`src/rtl/regfile_mport.sv`:
```
// regfile_mport: parametrised multi-port register file for the ID stage.
//   - NUM_RD combinational read ports, NUM_WR write ports (highest index wins).
//   - Optional hard-wired zero entry and write->read bypass.
//   - Storage is zeroed by a sequential clear engine (one entry per cycle)
//     after reset or on clr_req, so the array itself carries no reset.
// Ports:
//   clk, rst        clock, synchronous active-high reset
//   clr_req         one-cycle pulse in RUN starts a full clear
//   rR / rd         packed read addresses / read data, port i at [i*W +: W]
//   we / wR / wD    per-port write enable, address, data
//   ready / busy    RUN / CLEAR state indication (busy == ~ready)

// One read lane: stored value, optional bypass from this cycle's writes,
// zero-register override, and forced 0 while the clear engine runs.
module regfile_mport_rdport #(
    parameter int DATA_W   = 32,
    parameter int ADDR_W   = 5,
    parameter int NUM_WR   = 1,
    parameter int ZERO_REG = 1,
    parameter int BYPASS   = 1
) (
    input  logic                                   run_i,
    input  logic [ADDR_W-1:0]                      addr_i,
    input  logic [(1<<ADDR_W)-1:0][DATA_W-1:0]     mem_i,
    input  logic [NUM_WR-1:0]                      we_i,
    input  logic [NUM_WR*ADDR_W-1:0]               wr_i,
    input  logic [NUM_WR*DATA_W-1:0]               wd_i,
    output logic [DATA_W-1:0]                      data_o
);
    always_comb begin
        data_o = '0;
        if (run_i) begin
            data_o = mem_i[addr_i];
            // Ascending scan so the highest-index matching port wins.
            if (BYPASS != 0) begin
                for (int j = 0; j < NUM_WR; j++) begin
                    if (we_i[j] && (wr_i[j*ADDR_W +: ADDR_W] == addr_i))
                        data_o = wd_i[j*DATA_W +: DATA_W];
                end
            end
            // Zero register overrides any bypassed value.
            if ((ZERO_REG != 0) && (addr_i == '0))
                data_o = '0;
        end
    end
endmodule

module regfile_mport #(
    parameter int DATA_W   = 32,
    parameter int ADDR_W   = 5,
    parameter int NUM_RD   = 2,
    parameter int NUM_WR   = 1,
    parameter int ZERO_REG = 1,
    parameter int BYPASS   = 1
) (
    input  logic                       clk,
    input  logic                       rst,
    input  logic                       clr_req,
    input  logic [NUM_RD*ADDR_W-1:0]   rR,
    output logic [NUM_RD*DATA_W-1:0]   rd,
    input  logic [NUM_WR-1:0]          we,
    input  logic [NUM_WR*ADDR_W-1:0]   wR,
    input  logic [NUM_WR*DATA_W-1:0]   wD,
    output logic                       ready,
    output logic                       busy
);
    localparam int DEPTH = 1 << ADDR_W;
    // One extra bit so the counter can reach DEPTH without wrapping.
    localparam int CNT_W = ADDR_W + 1;

    typedef enum logic {CLEAR = 1'b0, RUN = 1'b1} state_e;

    state_e                       state_q, state_d;
    logic [CNT_W-1:0]             clr_cnt_q, clr_cnt_d;
    logic [DEPTH-1:0][DATA_W-1:0] mem_q;

    generate
        if (NUM_WR < 1 || NUM_WR > 4 || NUM_RD < 1) begin : g_bad_param
            $error("regfile_mport: unsupported NUM_RD/NUM_WR");
        end
    endgenerate

    always_comb begin
        state_d   = state_q;
        clr_cnt_d = clr_cnt_q;
        case (state_q)
            CLEAR: begin
                clr_cnt_d = clr_cnt_q + CNT_W'(1);
                if (clr_cnt_q == CNT_W'(DEPTH - 1))
                    state_d = RUN;
            end
            RUN: begin
                if (clr_req) begin
                    state_d   = CLEAR;
                    clr_cnt_d = '0;
                end
            end
            default: begin
                state_d   = CLEAR;
                clr_cnt_d = '0;
            end
        endcase
    end

    always_ff @(posedge clk) begin
        if (rst) begin
            state_q   <= CLEAR;
            clr_cnt_q <= '0;
        end else begin
            state_q   <= state_d;
            clr_cnt_q <= clr_cnt_d;
        end
    end

    // Storage: clear engine owns the array in CLEAR; in RUN the ports write,
    // later ports overriding earlier ones on an address collision.
    always_ff @(posedge clk) begin
        if (!rst) begin
            if (state_q == CLEAR) begin
                mem_q[clr_cnt_q[ADDR_W-1:0]] <= '0;
            end else begin
                for (int j = 0; j < NUM_WR; j++) begin
                    if (we[j] && !((ZERO_REG != 0) && (wR[j*ADDR_W +: ADDR_W] == '0)))
                        mem_q[wR[j*ADDR_W +: ADDR_W]] <= wD[j*DATA_W +: DATA_W];
                end
            end
        end
    end

    assign ready = (state_q == RUN);
    assign busy  = ~ready;

    generate
        for (genvar i = 0; i < NUM_RD; i++) begin : g_rd
            regfile_mport_rdport #(
                .DATA_W  (DATA_W),
                .ADDR_W  (ADDR_W),
                .NUM_WR  (NUM_WR),
                .ZERO_REG(ZERO_REG),
                .BYPASS  (BYPASS)
            ) u_rd (
                .run_i (ready),
                .addr_i(rR[i*ADDR_W +: ADDR_W]),
                .mem_i (mem_q),
                .we_i  (we),
                .wr_i  (wR),
                .wd_i  (wD),
                .data_o(rd[i*DATA_W +: DATA_W])
            );
        end
    endgenerate
endmodule

```
`config.mk`:
```
export PLATFORM = sky130hd
export DESIGN_NAME = regfile_mport
export DESIGN_NICKNAME = d
export VERILOG_FILES = /design/src/rtl/regfile_mport.sv
export SDC_FILE = /design/constraint.sdc
export NUM_CORES = 2
export LEC_CHECK = 0
export ABC_CLOCK_PERIOD_IN_PS = 4500
export BUFFER_PORTS_ARGS = -buffer_cell sky130_fd_sc_hd__buf_4
export CAP_MARGIN = 5
export CORE_MARGIN = 2
export CORE_UTILIZATION = 35
export CTS_CLUSTER_DIAMETER = 200
export DETAILED_ROUTE_END_ITERATION = 7
export MAX_ROUTING_LAYER = met4
export PLACE_DENSITY = 0.48
export SLEW_MARGIN = 20
export SYNTH_ARGS = -nofsm -noshare
export SYNTH_HDL_FRONTEND = slang
export SYNTH_SLANG_ARGS = --single-unit
export TNS_END_PERCENT = 50
```
`constraint.sdc`:
```
create_clock -name clk -period 4.5 [get_ports clk]
set_input_delay 0.9 -clock clk [delete_from_list [all_inputs] [get_ports clk]]
set_output_delay 0.9 -clock clk [all_outputs]
set_load 0.05 [all_outputs]
```
==> flow_metrics.py <==
metrics = {
    "cells_and_area": {
        "layout-drive-gt1-share": 0.2050,
        "num-nets-final": 5393,
        "final_cell_mix": "sky130_fd_sc_hd__o21ai_0, sky130_fd_sc_hd__nand2_1, sky130_fd_sc_hd__edfxtp_1",
        "multiInputGateArea_mm2": 0.02727,
        "final-seq-area_mm2": 0.03089,
        "syn_to_final_growth_pct": 15.70,
        "final_common_cell": "sky130_fd_sc_hd__o21ai_0",
        "utilization": 0.4082,
        "total_of_fill_cells_in_the_finished_design": 16360,
    },
    "logic_synthesis": {
        "syn-mean-instance-area_um2": 11.29,
        "post_synth_num_cell_types": 52,
        "postSynthCellCount": 5303,
        "synth-main-ff-cell": "sky130_fd_sc_hd__edfxtp_1",
        "yosysSeqAreaShare": 0.5160,
        "synth_largest_area_cell": "sky130_fd_sc_hd__edfxtp_1",
        "synth.top_cells.by_area": "sky130_fd_sc_hd__edfxtp_1, sky130_fd_sc_hd__mux4_2, sky130_fd_sc_hd__o21ai_0",
        "number_of_nets_in_the_synthesized_netlist": 5358,
        "postSynth.asyncResetShare": 0,
        "yosysWarningCount": 0,
        "area_fraction_of_the_dominant_cell_type_after_synthesis": 0.5137,
        "ys_seq_elements": 1031,
        "count_of_flip_flops_with_a_built_in_enable_after_synthesis": 1024,
        "mappedNetlistArea_mm2": 0.05986,
    },
    "power_and_ir_drop": {
        "static-leakage-power_uw": 0.02587,
        "cell_pwr_density_mw_per_mm2": 366.2,
        "vdd_ir_drop_max_uv": 297.6,
    },
    "placement": {
        "io_buffer_count": 116,
        "hpwl_after_detailed_placement_mm": 160.6,
        "place.gp.congestion": 0.9459,
        "dp_worst_setup_slack_ns": 0.1728,
    },
    "setup_path": {
        "crit_chain": "clkbuf_8 > or2_2 > o221ai_1 > a21oi_1 > nor3b_1 > o221a_2 > buf_4",
        "crit_cells": 7,
        "startpoint_type": "primary input",
        "critical_path_class": "primary input to primary output",
        "end_kind": "primary output",
        "worst_r2r_path_depth": 7,
        "regToRegEndpoint": "mem_q[787]",
        "worst-endpoint-required_ns": 3.60,
        "critPathMaxStageDelay_ns": 0.87,
        "crit-reg2reg-launch": "clr_cnt_q[0]",
        "cp.arrival_ns": 3.58,
        "timing.critical_path.buf_inv": 2,
        "timing.critical_path.slowest_stage_cell": "sky130_fd_sc_hd__nor3b_1",
        "timing.critical_path.max_delay_family": "simple AND/OR/NAND/NOR gates",
        "cp_max_fo": 27,
        "ff2ff_setup_slack_ns": 1.61,
    },
    "sta": {
        "final.min_clock_period_ns": 4.484,
        "holdWs_ns": 0.4407,
        "maxClockFrequency_mhz": 223.0,
        "post-route-worst-setup-slack_ns": 0.01556,
        "finalCritPeriodShare": 0.9965,
        "timing_max_transition_violations_final": 0,
        "fin_skew_ns": 0.02739,
        "max_slew.worst_pin.slew_ns": 1.153,
        "worst_relative_slew_slack": 0.2297,
        "rsz0062_at_grt": "true",
        "hold_violations": 0,
        "setup_viols_final": 0,
    },
    "global_route": {
        "grt_remaining_overflow": 0,
        "first_global_vias": 46930,
        "grt_pass1_wl_mm": 366.5,
        "grt_max_degree": 50,
        "grt_use_total": 0.3027,
        "number_of_antenna_violations_at_the_first_check_in_global_routing": 12,
    },
    "clock_tree": {
        "cts-root-buf": "sky130_fd_sc_hd__clkbuf_16",
        "tritoncts_num_sinks": 1031,
        "cts_buffer_depth": 3,
        "cts_max_level": 3,
        "tritoncts": "built",
        "clk_pin_slew_worst_setup_hold_paths_ns": 0.06,
        "cts-buffers-inserted": 120,
        "hold_buffers": 0,
        "clkLatencyLatePin_ns": 0.77,
    },
    "routing": {
        "drt-wirelength-per-cell_um": 34.17,
        "avgViaCountPerCell": 6.331,
        "vias": 48510,
        "drtIter0Drc": 5994,
        "finalWirelength_mm": 261.8,
        "antenna_violating_nets_remaining": 0,
        "drtPass1Iterations": 8,
        "post-route-drc-count": 0,
    },
    "die": {
        "boundaryPins": 117,
        "die_width_um": 417.6,
        "dieArea_mm2": 0.1744,
        "die_h_um": 417.6,
        "core_area_mm2": 0.1697,
        "rows": 151,
        "start_util": 0.3528,
    },
    "min_path": {
        "hold_path_startpoint": "clr_req",
        "holdPathEnd": "clr_cnt_q[1]",
        "min-delay-path-class": "primary input to flip-flop",
        "worstHoldPathCells": 3,
    },
    "run": {
        "max_cap_viol": 0,
    },
    "run_status": {
        "run_status": "complete, no violations",
    },
}
-- through the flow --
step           setup TNS (ns)  instances  area (um2)  power, uW
3_3_place_gp                0       7434       65270      15230
5_1_grt             -0.003678       7663       69260      26060
4_1_cts                     0       7658       69240      25390
6_report                    0       7663       69260      25360
3_5_place_dp                0       7434       65270      15290
2_1_floorplan               0       5303       59860      13810
-- cells in the mapped netlist (2+ instances only) --
| cell type | number |
|---|---|
| sky130_fd_sc_hd__nor2b_1 | 61 |
| sky130_fd_sc_hd__clkbuf_1 | 420 |
| sky130_fd_sc_hd__a211oi_1 | 5 |
| sky130_fd_sc_hd__nor4_1 | 2 |
| sky130_fd_sc_hd__mux2_2 | 47 |
| sky130_fd_sc_hd__xnor2_1 | 2 |
| sky130_fd_sc_hd__edfxtp_1 | 1024 |
| sky130_fd_sc_hd__nand2b_1 | 9 |
| sky130_fd_sc_hd__nand3_1 | 10 |
| sky130_fd_sc_hd__o2bb2ai_1 | 3 |
| sky130_fd_sc_hd__mux2i_1 | 403 |
| sky130_fd_sc_hd__xor2_1 | 8 |
| sky130_fd_sc_hd__clkinv_1 | 2 |
| sky130_fd_sc_hd__o22ai_1 | 78 |
| sky130_fd_sc_hd__buf_1 | 21 |
| sky130_fd_sc_hd__nand2_1 | 1075 |
| sky130_fd_sc_hd__o311ai_0 | 7 |
| sky130_fd_sc_hd__inv_1 | 28 |
| sky130_fd_sc_hd__a22o_1 | 57 |
| sky130_fd_sc_hd__o221a_2 | 4 |
| sky130_fd_sc_hd__a22oi_1 | 63 |
| sky130_fd_sc_hd__or2_2 | 9 |
| sky130_fd_sc_hd__a31oi_1 | 95 |
| sky130_fd_sc_hd__o21ai_0 | 1138 |
| sky130_fd_sc_hd__buf_4 | 36 |
| sky130_fd_sc_hd__a21oi_1 | 60 |
| sky130_fd_sc_hd__nor3b_1 | 4 |
| sky130_fd_sc_hd__mux4_2 | 320 |
| sky130_fd_sc_hd__ha_1 | 4 |
| sky130_fd_sc_hd__a211o_1 | 6 |
| sky130_fd_sc_hd__nor2_1 | 47 |
| sky130_fd_sc_hd__and2_1 | 44 |
| sky130_fd_sc_hd__buf_6 | 30 |
| sky130_fd_sc_hd__or3_1 | 3 |
| sky130_fd_sc_hd__o221ai_1 | 77 |
| sky130_fd_sc_hd__dfxtp_1 | 7 |
| sky130_fd_sc_hd__nor3_1 | 2 |
| sky130_fd_sc_hd__buf_2 | 44 |
| sky130_fd_sc_hd__nand3b_1 | 3 |
| sky130_fd_sc_hd__a41oi_1 | 33 |
-- registers in the layout (all words and copies together), names as in the netlist --
name,cells
clr_cnt_q,6
mem_q,1024
ready,1
-- timing repair --
| action | in CTS | in global routing |
|---|---|---|
| hold endpoints to repair | 0 | 0 |
| endpoints found under the setup margin | 0 | 2 |
| setup buffers | 0 | 0 |
| resized for setup | 0 | 1 |
-- cell type report --
class | instances | area share
flip-flops and latches | 1031 | 0.4461
multi-input cells | 3690 | 0.3937
repair buffers | 465 | 0.06112
clock buffers | 140 | 0.04598
well taps | 2218 | 0.04007
clock inverters | 84 | 0.01129
inverters | 30 | 0.001626
diodes | 5 | 0.0001807
-- power breakdown --
| part | internal, uW | switching, uW |
|---|---|---|
| Clock | 5870 | 4310 |
| Sequential | 11300 | 453 |
| Combinational | 1370 | 2050 |
| Total | 18600 | 6810 |
-- worst reg2reg max path, stage by stage, from the launching register on --
cell and delay (ns):
sky130_fd_sc_hd__dfxtp_1 0.35, sky130_fd_sc_hd__inv_1 0.13, sky130_fd_sc_hd__ha_1 0.48, sky130_fd_sc_hd__nor2b_1 0.72, sky130_fd_sc_hd__a21oi_4 0.36, sky130_fd_sc_hd__buf_4 0.40
sky130_fd_sc_hd__nand2_1 0.11, sky130_fd_sc_hd__o21ai_0 0.07
-- layer usage --
layer | share of wire | track usage
met5 | 0 | -
met4 | 0.050 | 0.1372
met1 | 0.40 | 0.3931
met3 | 0.094 | 0.05189
met2 | 0.46 | 0.4642
-- logic make-up after synthesis --
family | Yosys count | share of synthesized area
DFF | 1031 | 0.5160
muxes | 770 | 0.1966
and+or+nand+nor | 1275 | 0.08649
adders and majority gates | 4 | 0.0008361
xor gates and xnor gates | 10 | 0.001463
AOI/OAI and AO/OA | 1631 | 0.1551
buffers and inverters | 582 | 0.04350
-- how the worst max path moves through the flow --
stage                from         end  slack [ns]
floorplan           wR[0]  mem_q[896]        0.35
global placement    rR[0]       rd[4]        0.19
detailed placement  rR[0]       rd[4]        0.17
CTS                 rR[0]       rd[4]        0.17
global route        rR[0]      rd[20]      -0.004
finish              rR[1]      rd[12]        0.02
(Power assumes the default switching activity.)
